### src/rtl/pwm_capture_if.sv
// Result bus of the PWM capture block: measured counts, duty code and status flags.
// Latency: carries registered values only; no logic of its own.
// Backpressure: none; valid is a one-cycle pulse and consumers must take it when it is seen.
//
// Signals:
//   duty_cycle  [7:0]    last duty code, min(high_cnt, 255); 0/255 on a stuck event
//   high_cnt    [CW-1:0] last measured high time in clk cycles
//   period_cnt  [CW-1:0] last measured rise-to-rise period in clk cycles
//   valid                one-cycle pulse whenever the fields above update
//   locked               at least one full period measured since reset/stuck
//   stuck_low            input held low for the timeout window
//   stuck_high           input held high for the timeout window
interface pwm_capture_if #(
   parameter int CW = 16
);
   logic [7:0]    duty_cycle;
   logic [CW-1:0] high_cnt;
   logic [CW-1:0] period_cnt;
   logic          valid;
   logic          locked;
   logic          stuck_low;
   logic          stuck_high;

   modport master (
      output duty_cycle, high_cnt, period_cnt, valid, locked, stuck_low, stuck_high
   );

   modport slave (
      input  duty_cycle, high_cnt, period_cnt, valid, locked, stuck_low, stuck_high
   );
endinterface

### src/rtl/pwm_capture.sv
// PWM input decoder: measures high time and rise-to-rise period, reports an 8-bit duty code, flags stuck input.
// Latency: a pwm_in transition shows as an edge pulse SYNC_STAGES+1 cycles later; results register the cycle after the rise.
// Backpressure: none; results are published with a one-cycle valid pulse and overwritten by the next measurement.
//
// Ports:
//   clk     system clock, rising edge
//   rst     synchronous active-high reset
//   pwm_in  PWM waveform, asynchronous to clk
//   res     result bus (pwm_capture_if.master): duty_cycle, high_cnt, period_cnt, valid, locked, stuck_low, stuck_high
module pwm_capture #(
   parameter int CW          = 16,
   parameter int TIMEOUT     = 1024,
   parameter int SYNC_STAGES = 2
) (
   input  logic           clk,
   input  logic           rst,
   input  logic           pwm_in,
   pwm_capture_if.master  res
);

   typedef enum logic [1:0] {
      IDLE = 2'd0,
      HIGH = 2'd1,
      LOW  = 2'd2
   } state_t;

   // One spare bit so TIMEOUT-1 always fits and the counter can run past it.
   localparam int TW = $clog2(TIMEOUT) + 1;

   localparam logic [CW-1:0] CNT_MAX  = '1;
   localparam logic [TW-1:0] TCNT_MAX = '1;
   localparam logic [TW-1:0] TCNT_TO  = TW'(TIMEOUT - 1);
   localparam logic [CW-1:0] DUTY_SAT = CW'(255);

   // ------------------------------------------------------------------
   // Input synchroniser and edge detection
   // ------------------------------------------------------------------
   logic [SYNC_STAGES-1:0] sync_q;
   logic                   pwm_s;
   logic                   pwm_d;
   logic                   rise;
   logic                   fall;
   logic                   edge_any;

   always_ff @(posedge clk) begin
      if (rst) begin
         sync_q <= '0;
         pwm_d  <= 1'b0;
      end else begin
         sync_q <= {sync_q[SYNC_STAGES-2:0], pwm_in};
         pwm_d  <= pwm_s;
      end
   end

   assign pwm_s    = sync_q[SYNC_STAGES-1];
   assign rise     = pwm_s & ~pwm_d;
   assign fall     = ~pwm_s & pwm_d;
   assign edge_any = rise | fall;

   // ------------------------------------------------------------------
   // State and registered results
   // ------------------------------------------------------------------
   state_t        state,      state_n;
   logic [CW-1:0] hcnt,       hcnt_n;
   logic [CW-1:0] pcnt,       pcnt_n;
   logic [TW-1:0] tcnt,       tcnt_n;
   logic [7:0]    duty_q,     duty_n;
   logic [CW-1:0] high_q,     high_n;
   logic [CW-1:0] period_q,   period_n;
   logic          valid_q,    valid_n;
   logic          locked_q,   locked_n;
   logic          stk_low_q,  stk_low_n;
   logic          stk_high_q, stk_high_n;
   logic          timeout;

   function automatic logic [CW-1:0] sat_inc(input logic [CW-1:0] v);
      return (v == CNT_MAX) ? v : v + CW'(1);
   endfunction

   function automatic logic [7:0] duty_code(input logic [CW-1:0] h);
      return (h > DUTY_SAT) ? 8'hFF : h[7:0];
   endfunction

   // The compare matches only once per quiet stretch because tcnt keeps
   // counting past TIMEOUT-1, so a stuck event publishes exactly one valid.
   // An edge in the same cycle clears tcnt instead and suppresses the event.
   assign timeout = ~edge_any && (tcnt == TCNT_TO) && ~stk_low_q && ~stk_high_q;

   always_ff @(posedge clk) begin
      if (rst) begin
         state      <= IDLE;
         hcnt       <= '0;
         pcnt       <= '0;
         tcnt       <= '0;
         duty_q     <= '0;
         high_q     <= '0;
         period_q   <= '0;
         valid_q    <= 1'b0;
         locked_q   <= 1'b0;
         stk_low_q  <= 1'b0;
         stk_high_q <= 1'b0;
      end else begin
         state      <= state_n;
         hcnt       <= hcnt_n;
         pcnt       <= pcnt_n;
         tcnt       <= tcnt_n;
         duty_q     <= duty_n;
         high_q     <= high_n;
         period_q   <= period_n;
         valid_q    <= valid_n;
         locked_q   <= locked_n;
         stk_low_q  <= stk_low_n;
         stk_high_q <= stk_high_n;
      end
   end

   always_comb begin
      state_n    = state;
      hcnt_n     = hcnt;
      pcnt_n     = pcnt;
      duty_n     = duty_q;
      high_n     = high_q;
      period_n   = period_q;
      valid_n    = 1'b0;
      locked_n   = locked_q;
      stk_low_n  = stk_low_q;
      stk_high_n = stk_high_q;

      // Quiet-time counter for stuck detection.
      if (edge_any) begin
         tcnt_n = '0;
      end else if (tcnt == TCNT_MAX) begin
         tcnt_n = tcnt;
      end else begin
         tcnt_n = tcnt + TW'(1);
      end

      // Any edge proves the input is alive again.
      if (edge_any) begin
         stk_low_n  = 1'b0;
         stk_high_n = 1'b0;
      end

      case (state)
         IDLE: begin
            if (rise) begin
               hcnt_n  = CW'(1);
               pcnt_n  = CW'(1);
               state_n = HIGH;
            end
         end

         HIGH: begin
            pcnt_n = sat_inc(pcnt);
            if (fall) begin
               state_n = LOW;
            end else begin
               hcnt_n = sat_inc(hcnt);
            end
         end

         LOW: begin
            if (rise) begin
               high_n   = hcnt;
               period_n = pcnt;
               duty_n   = duty_code(hcnt);
               valid_n  = 1'b1;
               locked_n = 1'b1;
               hcnt_n   = CW'(1);
               pcnt_n   = CW'(1);
               state_n  = HIGH;
            end else begin
               pcnt_n = sat_inc(pcnt);
            end
         end

         default: begin
            state_n = IDLE;
         end
      endcase

      // timeout implies no edge this cycle, so it never collides with a
      // publish above; it simply overrides the counting branches.
      if (timeout) begin
         high_n     = '0;
         period_n   = '0;
         valid_n    = 1'b1;
         locked_n   = 1'b0;
         hcnt_n     = '0;
         pcnt_n     = '0;
         state_n    = IDLE;
         if (pwm_s) begin
            stk_high_n = 1'b1;
            duty_n     = 8'hFF;
         end else begin
            stk_low_n  = 1'b1;
            duty_n     = 8'h00;
         end
      end
   end

   assign res.duty_cycle = duty_q;
   assign res.high_cnt   = high_q;
   assign res.period_cnt = period_q;
   assign res.valid      = valid_q;
   assign res.locked     = locked_q;
   assign res.stuck_low  = stk_low_q;
   assign res.stuck_high = stk_high_q;

endmodule

### src/flat_wrapper.sv
// flat-port wrapper written by rule: the top's interface ports become plain ports
module pwm_capture_flat 
#(
   parameter int CW          = 16,
   parameter int TIMEOUT     = 1024,
   parameter int SYNC_STAGES = 2
)
  (clk, rst, pwm_in, res_duty_cycle, res_high_cnt, res_period_cnt, res_valid, res_locked, res_stuck_low, res_stuck_high);
  pwm_capture_if #(.CW(CW)) res_i ();
  input  logic clk;
  input  logic rst;
  input  logic pwm_in;
  output wire logic [$bits(res_i.duty_cycle)-1:0] res_duty_cycle;
  output wire logic [$bits(res_i.high_cnt)-1:0] res_high_cnt;
  output wire logic [$bits(res_i.period_cnt)-1:0] res_period_cnt;
  output wire logic [$bits(res_i.valid)-1:0] res_valid;
  output wire logic [$bits(res_i.locked)-1:0] res_locked;
  output wire logic [$bits(res_i.stuck_low)-1:0] res_stuck_low;
  output wire logic [$bits(res_i.stuck_high)-1:0] res_stuck_high;
  assign res_duty_cycle = res_i.duty_cycle;
  assign res_high_cnt = res_i.high_cnt;
  assign res_period_cnt = res_i.period_cnt;
  assign res_valid = res_i.valid;
  assign res_locked = res_i.locked;
  assign res_stuck_low = res_i.stuck_low;
  assign res_stuck_high = res_i.stuck_high;
  pwm_capture #(.CW(CW), .TIMEOUT(TIMEOUT), .SYNC_STAGES(SYNC_STAGES)) u_core (.clk(clk), .rst(rst), .pwm_in(pwm_in), .res(res_i));
endmodule
### config.mk
export PLATFORM = sky130hd
export DESIGN_NAME = pwm_capture_flat
export DESIGN_NICKNAME = d
export VERILOG_FILES = /design/src/rtl/pwm_capture_if.sv /design/src/rtl/pwm_capture.sv /design/src/flat_wrapper.sv
export SDC_FILE = /design/constraint.sdc
export NUM_CORES = 1
export LEC_CHECK = 0
export CORE_MARGIN = 3
export CORE_UTILIZATION = 46
export DETAILED_ROUTE_END_ITERATION = 12
export PLACE_DENSITY = 0.71
export SLEW_MARGIN = 20
export SYNTH_ARGS = -nofsm -noshare
export SYNTH_HDL_FRONTEND = slang
export SYNTH_SLANG_ARGS = --single-unit
export TNS_END_PERCENT = 20
### constraint.sdc
create_clock -name clk -period 4.9 [get_ports clk]
set_clock_uncertainty 0.15 [all_clocks]
set_input_delay 1.47 -clock clk [delete_from_list [all_inputs] [get_ports clk]]
set_output_delay 1.47 -clock clk [all_outputs]
set_load 0.02 [all_outputs]
# == Word-level counts from Yosys, hierarchy flattened ==
# Index checks and enable logic that the tools add are counted.
# op_classes
add_sub_neg,3
magnitude_cmp,1
n_eq_ne,11
mux,24
bitwise_logic,8
reduce_logical,16
# ops
operator,count
16-bit two-way mux,5
16-bit case mux with 3 select lines,1
8-bit two-way mux,5
16-bit by 1-bit adder with 16-bit output (second input constant),2
16-bit equality test (second input constant),2
16-bit case mux with 2 select lines,1
16-bit by 8-bit > comparator with 1-bit output (second input constant),1
11-bit by 1-bit adder with 11-bit output (second input constant),1
11-bit by 10-bit equality test with 1-bit output (second input constant),1
11-bit equality test (second input constant),1
1-bit two-way mux,9
2-bit AND reduction,4
2-bit by 1-bit inequality test with 1-bit output (second input constant),3
2-bit nonzero test,3
2-bit OR reduction,3
1-bit inverter,5
2-bit two-way mux,2
2-bit inequality test (second input constant),2
2-bit case mux with 2 select lines,1
4-bit AND reduction,1
1-bit logical AND,3
3-bit nonzero test,1
1-bit AND,2
2-bit by 1-bit equality test with 1-bit output (second input constant),1
3 further kinds,3
# word_totals
register_bits,92
output_inout_bits,44
elab_cells,76

# == Depth between registers and ports, before layout ==
# Gate-level depths: netlist of the first run.
# logic_depth
word_depth,9
mapped_depth,9

# == Least setup slack after synthesis of the first run ==
# No wires, ideal clock.
# synth_path
path_kind,input port to flip-flop
start,in rst
end,reg u_core.pcnt[13]
setup_time_ns,0.075
t_arrival_ns,2.167
required_ns,4.675
slack_ns,2.507
cell_stages,4
path_buffers,1
path_cell_list,nor2_1 -> clkbuf_1 -> nand2_1 -> o22ai_1
# synth_between
elab_chain_len,1
# synth_lines
item,line_no,text
from (decl),flat_wrapper.sv:11,input logic rst;
2-bit OR reduction (no line),--,
to (signal assigned),pwm_capture.sv:105,pcnt <= pcnt_n;
to (decl),pwm_capture.sv:65,"logic [CW-1:0] pcnt, pcnt_n;"
# Every way passes these cells.
# A chain may end at the register's enable or synchronous reset.

# == Worst setup path in the final report of the first run ==
# layout_path
start,in rst
end,reg u_core.pcnt[15]
# The elaborated chain is that of the path after synthesis.

==> results.py, run 1 <==
metrics = {
    "yosys": {
        "yosys-mux-area-fraction": 0.00501,
        "synth_top_family_by_area": "simple AND/OR/NAND/NOR gates",
        "ys.flop_type": "dfxtp_1",
        "ys_ff_latch": 92,
        "synthAdderAreaFrac": 0.0265,
        "synth_compound_area_frac": 0.230,
        "syn_area_um2": 4240,
        "async_reset_ff_frac": 0,
        "syn_area_per_cell_um2": 8.32,
        "synth_edf_count": 0,
        "synthCells": 510,
        "synth_xor_area_frac": 0.0165,
        "synthSimpleGateAreaFrac": 0.245,
        "seq_area_frac_synth": 0.434,
        "yosysWarnings": 0,
        "synth_cell_types": 61,
        "synth.net_count": 522,
    },
    "clock_network": {
        "cts-hold-fix-buffers": 0,
        "cts_buffer_depth": 2,
        "clock-sinks": 92,
        "h-tree-depth": 3,
        "post_cts_buffers": 0,
        "clockRootBuffer": "clkbuf_8",
        "cts_resized": 0,
        "cts_tree": "built",
        "cts_buffers": 9,
        "clkLatencyLatePin_ps": 350,
        "path_clk_slew_ps": 90,
    },
    "routing": {
        "post_drt_wl_per_cell_um": 15.1,
        "dr.pass1.iters": 4,
        "drt-initial-drc-count": 199,
        "via_per_inst": 5.78,
        "vias": 3787,
        "drc": 0,
        "routed_wl_mm": 9.89,
        "ant_nets": 0,
    },
    "critical_path": {
        "path_class": "in2reg",
        "cpPeakStageDelay_ps": 660,
        "arrival_ps": 3390,
        "worstSetupEndpointType": "register",
        "cp-start-kind": "input pin",
        "critPathRequiredTime_ps": 5010,
        "worstPathMaxFanout": 30,
        "path_cells": "clkdlybuf4s50_1 > nand2b_2 > buf_4 > o32ai_1",
        "slowest_stage": "clkdlybuf4s50_1",
    },
    "power_and_ir_drop": {
        "power_density_nw_per_um2": 281,
        "power_leakage_nw": 1.61,
        "worst_ir_drop_vdd_mv": 0.179,
    },
    "die": {
        "io_pins": 47,
        "dieArea_um2": 10400,
        "fp-row-count": 34,
        "die_w_um": 102,
        "die_y_um": 102,
        "coreArea_um2": 8850,
        "initial_core_util": 0.479,
    },
    "timing": {
        "finalSetupTns_ps": 0,
        "finalMaxSlewViolations": 0,
        "setup_viol": 0,
        "worstMarginPinSlew_ps": 825,
        "hold_violations": 0,
        "timing.fmax_mhz": 305,
        "relSlewSlack": 0.450,
        "post-route-period-util": 0.669,
        "min_period_ps": 3280,
        "rsz0062_at_grt": "false",
    },
    "placement": {
        "io_buffers": 46,
        "place_congestion": 0.930,
        "dp_hpwl_mm": 6.82,
    },
    "global_routing": {
        "first_global_vias": 3416,
        "grt_pass1_wl_mm": 16.2,
        "grt_start_max_net_pins": 34,
        "overflow": 0,
        "grt_antenna_before_repair": 0,
        "grt_usage": 0.190,
    },
    "final_layout": {
        "final_common_cell": "nand2_1",
        "layout-drive-gt1-share": 0.0640,
        "syn_to_final_growth_pct": 17.0,
        "final_cell_mix": "nand2_1, dfxtp_1, a21oi_1",
        "final_util": 0.561,
        "diodes": 0,
        "nets": 554,
    },
    "outcome": {
        "status": "completed",
    },
    "job": {
        "max_cap_violations": 0,
    },
    "min_path": {
        "hp-class": "reg2reg",
    },
}
## power breakdown
group	internal, W	switching (W)	leakage, nW
Combinational	0.0000203	0.0000424	0.764
Clock	0.000304	0.000270	0.106
Sequential	0.000752	0.00000661	0.742
## cell usage after synthesis, types with 3 or more instances
cell type  instances  area (um^2)
a21o_1             5         37.5
o21a_1             4         30.0
nor4_1             5         31.3
nand2_1           94          353
xnor2_1            3         26.3
nand4b_1           3         26.3
nor3_1            10         50.1
nand2b_1           3         18.8
o211ai_1           3         22.5
a21oi_1           73          365
and4_1             6         52.6
o221ai_1           8         70.1
nor2b_1            5         31.3
nand4_1            8         50.1
ha_1               9          113
a31oi_1            8         50.1
inv_1             12         45.0
nand3_1           15         75.1
a311oi_1           7         61.3
o2111ai_1          5         43.8
clkbuf_1          17         63.8
dfxtp_1           92         1840
buf_2              9         45.0
and2_1             8         50.1
or3_1              3         18.8
xor2_1             5         43.8
nor2_1            24         90.1
o21ai_1            4         20.0
and3_1             9         56.3
o21ai_0           10         50.1
## per-layer routing
metal | vias to the layer above | GRT usage | part of all wire
met4 | 0 | 0.0636 | 0.0056
li1 | 1920 | - | -
met5 | - | 0 | 0
met2 | 93 | 0.303 | 0.46
met1 | 1770 | 0.267 | 0.48
met3 | 4 | 0.0253 | 0.047
## registers in the layout, indices dropped and copies added, names as in the netlist
signal	count
u_core.res.high_cnt	16
u_core.state	2
u_core.hcnt	16
u_core.res.period_cnt	16
u_core.res.valid	1
u_core.pcnt	16
u_core.res.stuck_high	1
u_core.pwm_d	1
u_core.res.locked	1
u_core.res.stuck_low	1
u_core.tcnt	11
u_core.sync_q	2
u_core.res.duty_cycle	8
## final timing paths
check,startpoint,slack (ps),cells past startpoint,to
setup / recovery,rst,1620,4,u_core.pcnt[15]$_SDFFE_PP0P_
hold / removal,u_core.sync_q[0]$_SDFF_PP0_,290,1,u_core.sync_q[1]$_SDFF_PP0_
setup reg to reg,u_core.pwm_d$_SDFF_PP0_,2240,7,u_core.pcnt[15]$_SDFFE_PP0P_
hold reg to reg,u_core.sync_q[0]$_SDFF_PP0_,290,1,u_core.sync_q[1]$_SDFF_PP0_
## final cells by class
cell class                 instances  area, um^2
tap                              108         135
sequential                        92        1840
multi-input combinational        377        2220
fill                             852        3890
inverter                          12        45.0
clock buffer                      11         141
timing repair buffer              50         490
clock inverter                     5        83.8
## critical path, delay by kind of cell
family                 cells  cell delay (ps)
buffers and inverters      2             1020
and+or+nand+nor            1              620
AOI/OAI and AO/OA          1              270
## cells by family after synthesis
| group | count (synthesis) |
|---|---|
| XOR/XNOR | 8 |
| buffers and inverters | 41 |
| adder cells (fa/ha/maj) | 9 |
| AND/OR/NAND/NOR | 207 |
| flip-flops | 92 |
| multiplexers | 2 |
| AO/OA/AOI/OAI | 151 |
## stage by stage
stage          hold WS, ps  worst slack [ps]  power (W)  cell area [um^2]  std cells
2_1_floorplan          264              2510   0.000824              4240        510
6_report               292              1620    0.00139              4960        655
3_3_place_gp           273              1270   0.000837              4730        639
3_5_place_dp           275              1250   0.000839              4730        639
5_1_grt                309              1510    0.00144              4960        655
4_1_cts                295              1610    0.00140              4960        655
(Power assumes the default switching activity.)
==> run 2: changes to the inputs <==
- clock period: 4.9 -> 3.4 ns (I/O delays scaled with it)
==> run 2 against run 1 <==
  * Setup slack got worse by 840 ps
  * Register-to-register slack got worse by 1500 ps
  * Worst hold slack got worse by 4.3 ps
  * Largest power group unchanged
  * Core utilization increased by 0.57 points
  * Critical endpoint is now u_core.hcnt[2]$_SDFFE_PP0P_
  * Global-route usage increased by 1.3 points
==> results.py, run 2 (same netlist as run 1, synthesis figures left out) <==
metrics = {
    "timing": {
        "finalSetupTns_ps": 0,
        "min_period_ps": 2610,
        "setup_viol": 0,
        "finalMaxSlewViolations": 0,
        "timing.fmax_mhz": 383,
        "worstMarginPinSlew_ps": 768,
        "hold_violations": 0,
        "post-route-period-util": 0.769,
        "rsz0062_at_grt": "false",
        "relSlewSlack": 0.475,
    },
    "clock_network": {
        "cts_buffers": 9,
        "clockRootBuffer": "clkbuf_8",
        "cts-hold-fix-buffers": 0,
        "cts_resized": 0,
        "path_clk_slew_ps": 80,
        "cts_tree": "built",
        "post_cts_buffers": 0,
        "clock-sinks": 92,
        "cts_buffer_depth": 2,
        "h-tree-depth": 3,
        "clkLatencyLatePin_ps": 370,
    },
    "routing": {
        "routed_wl_mm": 10.1,
        "drt-initial-drc-count": 304,
        "ant_nets": 0,
        "via_per_inst": 5.79,
        "dr.pass1.iters": 5,
        "vias": 3802,
        "drc": 0,
        "post_drt_wl_per_cell_um": 15.3,
    },
    "critical_path": {
        "cp-start-kind": "register",
        "worstSetupEndpointType": "register",
        "worstPathMaxFanout": 47,
        "path_class": "reg2reg",
        "arrival_ps": 2720,
        "critPathRequiredTime_ps": 3500,
    },
    "min_path": {
        "hp-class": "reg2reg",
    },
    "final_layout": {
        "final_cells": 657,
        "final_util": 0.566,
        "final_common_cell": "nand2_1",
        "nFillCells": 827,
        "seqCellArea_um2": 1840,
        "layout-drive-gt1-share": 0.0656,
        "diodes": 0,
        "final_cell_mix": "nand2_1, dfxtp_1, a21oi_1",
        "multi_input_area_um2": 2220,
        "syn_to_final_growth_pct": 18.2,
        "nets": 556,
    },
    "placement": {
        "dp_hpwl_mm": 7.09,
        "io_buffers": 46,
        "placedCellCount": 641,
        "place_congestion": 0.914,
    },
    "global_routing": {
        "overflow": 0,
        "first_global_vias": 3526,
        "grt_start_max_net_pins": 48,
        "grt_antenna_before_repair": 0,
        "grt_pass1_wl_mm": 17.1,
        "grt_usage": 0.204,
    },
    "power_and_ir_drop": {
        "power_density_nw_per_um2": 418,
        "power_leakage_nw": 1.64,
        "worst_ir_drop_vdd_mv": 0.190,
        "power_w": 0.00210,
    },
    "die": {
        "die_w_um": 102,
        "dieArea_um2": 10400,
        "fp-row-count": 34,
        "io_pins": 47,
        "coreArea_um2": 8850,
        "initial_core_util": 0.479,
        "die_y_um": 102,
    },
    "job": {
        "max_cap_violations": 0,
    },
    "outcome": {
        "status": "completed",
    },
}
## run 2: layer usage
| layer | track usage | share of wire | routed length [um] | vias up |
|---|---|---|---|---|
| met4 | 0.0777 | 0.015 | 150 | 0 |
| met5 | 0 | 0 | 0 | - |
| li1 | - | - | - | 1923 |
| met3 | 0.0314 | 0.055 | 552 | 13 |
| met1 | 0.289 | 0.47 | 4750 | 1770 |
| met2 | 0.313 | 0.46 | 4630 | 96 |
## run 2: report_power, final
part | switching (W) | internal (W)
Clock | 0.000382 | 0.000528
Sequential | 0.00000935 | 0.00108
Combinational | 0.0000623 | 0.0000320
Total | 0.000453 | 0.00164
## run 2: worst max-delay path, cell delays in order (launching register included)
cell and delay (ps):
dfxtp_1 340, inv_1 50, ha_1 310, nor4b_2 220, nand4_1 390, nand2b_2 460, buf_12 280, nor3_1 70
a32o_1 210
## run 2: stage by stage
stage | cell area, um^2 | setup slack (ps) | hold slack (ps)
floorplan | 4240 | 1310 | 264
global placement | 4760 | 731 | 271
detailed placement | 4760 | 722 | 277
CTS | 5010 | 772 | 292
global route | 5010 | 506 | 328
finish | 5010 | 786 | 287
## run 2: cell type report
cell class,instances,share of cell area
Multi-Input combinational cell,377,0.443
Clock buffer,12,0.0310
Tap cell,108,0.0270
Clock inverter,4,0.0190
Sequential cell,92,0.367
Timing Repair Buffer,52,0.103
Inverter,12,0.00899
## run 2: final timing paths
check                                                  from                          end  slack (ps)  cells after the start
worst max-delay path                u_core.pwm_d$_SDFF_PP0_  u_core.hcnt[2]$_SDFFE_PP0P_         790                      8
worst min-delay path            u_core.sync_q[0]$_SDFF_PP0_  u_core.sync_q[1]$_SDFF_PP0_         290                      1
worst max register to register      u_core.pwm_d$_SDFF_PP0_  u_core.hcnt[2]$_SDFFE_PP0P_         790                      8
worst min register to register  u_core.sync_q[0]$_SDFF_PP0_  u_core.sync_q[1]$_SDFF_PP0_         290                      1
==> run 3: changes to the inputs <==
- clock period: 3.4 -> 2.7 ns (I/O delays scaled with it)
==> run 3 against run 2 <==
  * Cell count up 1.7%
  * Die area is the same
  * Sequential cell count unchanged
  * Core utilization increased by 0.40 points
  * Maximum frequency increased by 12%
  * Worst hold slack gained 5.7 ps
  * Global-route usage fell by 1.2 points
  * Critical path depth is 1 lower
==> results.py, run 3 (same netlist as run 1, synthesis figures left out) <==
metrics = {
    "outcome": {
        "status": "completed",
    },
    "clock_network": {
        "cts_tree": "built",
        "clock-sinks": 92,
        "cts-hold-fix-buffers": 0,
        "clkLatencyLatePin_ps": 350,
        "cts_resized": 0,
        "post_cts_buffers": 0,
        "path_clk_slew_ps": 80,
        "cts_buffers": 9,
        "cts_buffer_depth": 2,
        "clockRootBuffer": "clkbuf_8",
        "h-tree-depth": 3,
    },
    "placement": {
        "placedCellCount": 652,
        "io_buffers": 46,
        "place_congestion": 0.912,
        "dp_hpwl_mm": 6.83,
        "post-place-ws_ps": 411,
    },
    "critical_path": {
        "cp-start-kind": "register",
        "ff2ff_path_depth": 7,
        "rrSetupSlack_ps": 370,
        "r2r-end": "u_core.hcnt[11]$_SDFFE_PP0P_",
        "worstPathMaxFanout": 16,
        "slowest_stage": "or4b_1",
        "cpPeakStageDelay_ps": 500,
        "path_cells": "inv_1 > ha_1 > o21ba_2 > nor2_2 > o21ai_4 > or4b_1 > a21oi_1",
        "path_class": "reg2reg",
        "worstSetupEndpointType": "register",
        "crit_family": "simple AND/OR/NAND/NOR gates",
        "reg2reg_from": "u_core.state[0]$_SDFFE_PP0P_",
        "arrival_ps": 2460,
        "critPathRequiredTime_ps": 2830,
        "startpoint": "u_core.state[0]$_SDFFE_PP0P_",
        "cp_num_buf_inv": 1,
    },
    "die": {
        "dieArea_um2": 10400,
        "fp-row-count": 34,
        "die_w_um": 102,
        "initial_core_util": 0.479,
        "die_y_um": 102,
        "coreArea_um2": 8850,
        "io_pins": 47,
    },
    "routing": {
        "routed_wl_mm": 9.76,
        "vias": 3818,
        "via_per_inst": 5.72,
        "drc": 0,
        "dr.pass1.iters": 5,
        "drt-initial-drc-count": 241,
        "ant_nets": 0,
        "post_drt_wl_per_cell_um": 14.6,
    },
    "power_and_ir_drop": {
        "power_density_nw_per_um2": 482,
        "worst_ir_drop_vdd_mv": 0.275,
        "power_leakage_nw": 1.68,
    },
    "global_routing": {
        "grt_antenna_before_repair": 0,
        "grt_pass1_wl_mm": 16.2,
        "grt_start_max_net_pins": 49,
        "first_global_vias": 3337,
        "grt_usage": 0.191,
        "overflow": 0,
    },
    "timing": {
        "worstMarginPinSlew_ps": 671,
        "fin_ws_ps": 368,
        "post-route-period-util": 0.864,
        "min_period_ps": 2330,
        "hold_violations": 0,
        "finalMaxSlewViolations": 0,
        "finalSetupTns_ps": 0,
        "setup_viol": 0,
        "rsz0062_at_grt": "false",
        "relSlewSlack": 0.541,
        "timing.fmax_mhz": 429,
    },
    "min_path": {
        "min_path_cells": 1,
        "min_to": "u_core.sync_q[1]$_SDFF_PP0_",
        "hold_start": "u_core.sync_q[0]$_SDFF_PP0_",
        "hp-class": "reg2reg",
    },
    "final_layout": {
        "final_common_cell": "nand2_1",
        "layout-drive-gt1-share": 0.0839,
        "nets": 567,
        "final_cell_mix": "nand2_1, dfxtp_1, a21oi_1",
        "final_cells": 668,
        "syn_to_final_growth_pct": 19.0,
        "diodes": 0,
    },
    "job": {
        "max_cap_violations": 0,
    },
}
==> run 3: cell types whose count changed in the layout (fill, tap and decap cells not counted), sizes merged <==
cell and change:
clkinvlp +1, bufinv -2, buf +11, clkinv +1
==> run 3: layout make-up <==
class	instances	area [um^2]
Clock buffer	12	155
Clock inverter	4	47.5
Fill cell	826	3800
Inverter	12	45.0
Multi-Input combinational cell	377	2220
Sequential cell	92	1840
Tap cell	108	135
Timing Repair Buffer	63	601
==> run 3: routing by layer <==
layer | track usage | up-vias | wire, um
li1 | - | 1941 | -
met1 | 0.279 | 1756 | 4840
met2 | 0.285 | 107 | 4250
met3 | 0.0314 | 14 | 523
met4 | 0.0696 | 0 | 140
met5 | 0 | - | 0
==> run 3: worst max-delay path by stage <==
| stage | end | cells after the start |
|---|---|---|
| floorplan | u_core.hcnt[5]$_SDFFE_PP0P_ | 7 |
| detailed placement | u_core.hcnt[8]$_SDFFE_PP0P_ | 5 |
| CTS | res_stuck_low | 1 |
| global route | u_core.pcnt[2]$_SDFFE_PP0P_ | 6 |
| finish | u_core.hcnt[11]$_SDFFE_PP0P_ | 7 |
| global placement | u_core.hcnt[4]$_SDFFE_PP0P_ | 5 |
==> run 3: report_power, final <==
part	switching (W)	internal (W)
registers	0.00000938	0.00136
logic	0.0000803	0.0000451
clock network	0.000458	0.000476
==> run 3: through the flow <==
| stage | total power [W] | util | area (um^2) | hold WS [ps] |
|---|---|---|---|---|
| floorplan | 0.00150 | - | 4240 | 264 |
| finish | 0.00243 | 0.570 | 5050 | 293 |
| global placement | 0.00153 | 0.548 | 4840 | 268 |
| CTS | 0.00246 | 0.570 | 5050 | 297 |
| detailed placement | 0.00153 | 0.548 | 4840 | 272 |
| global route | 0.00253 | 0.570 | 5050 | 328 |
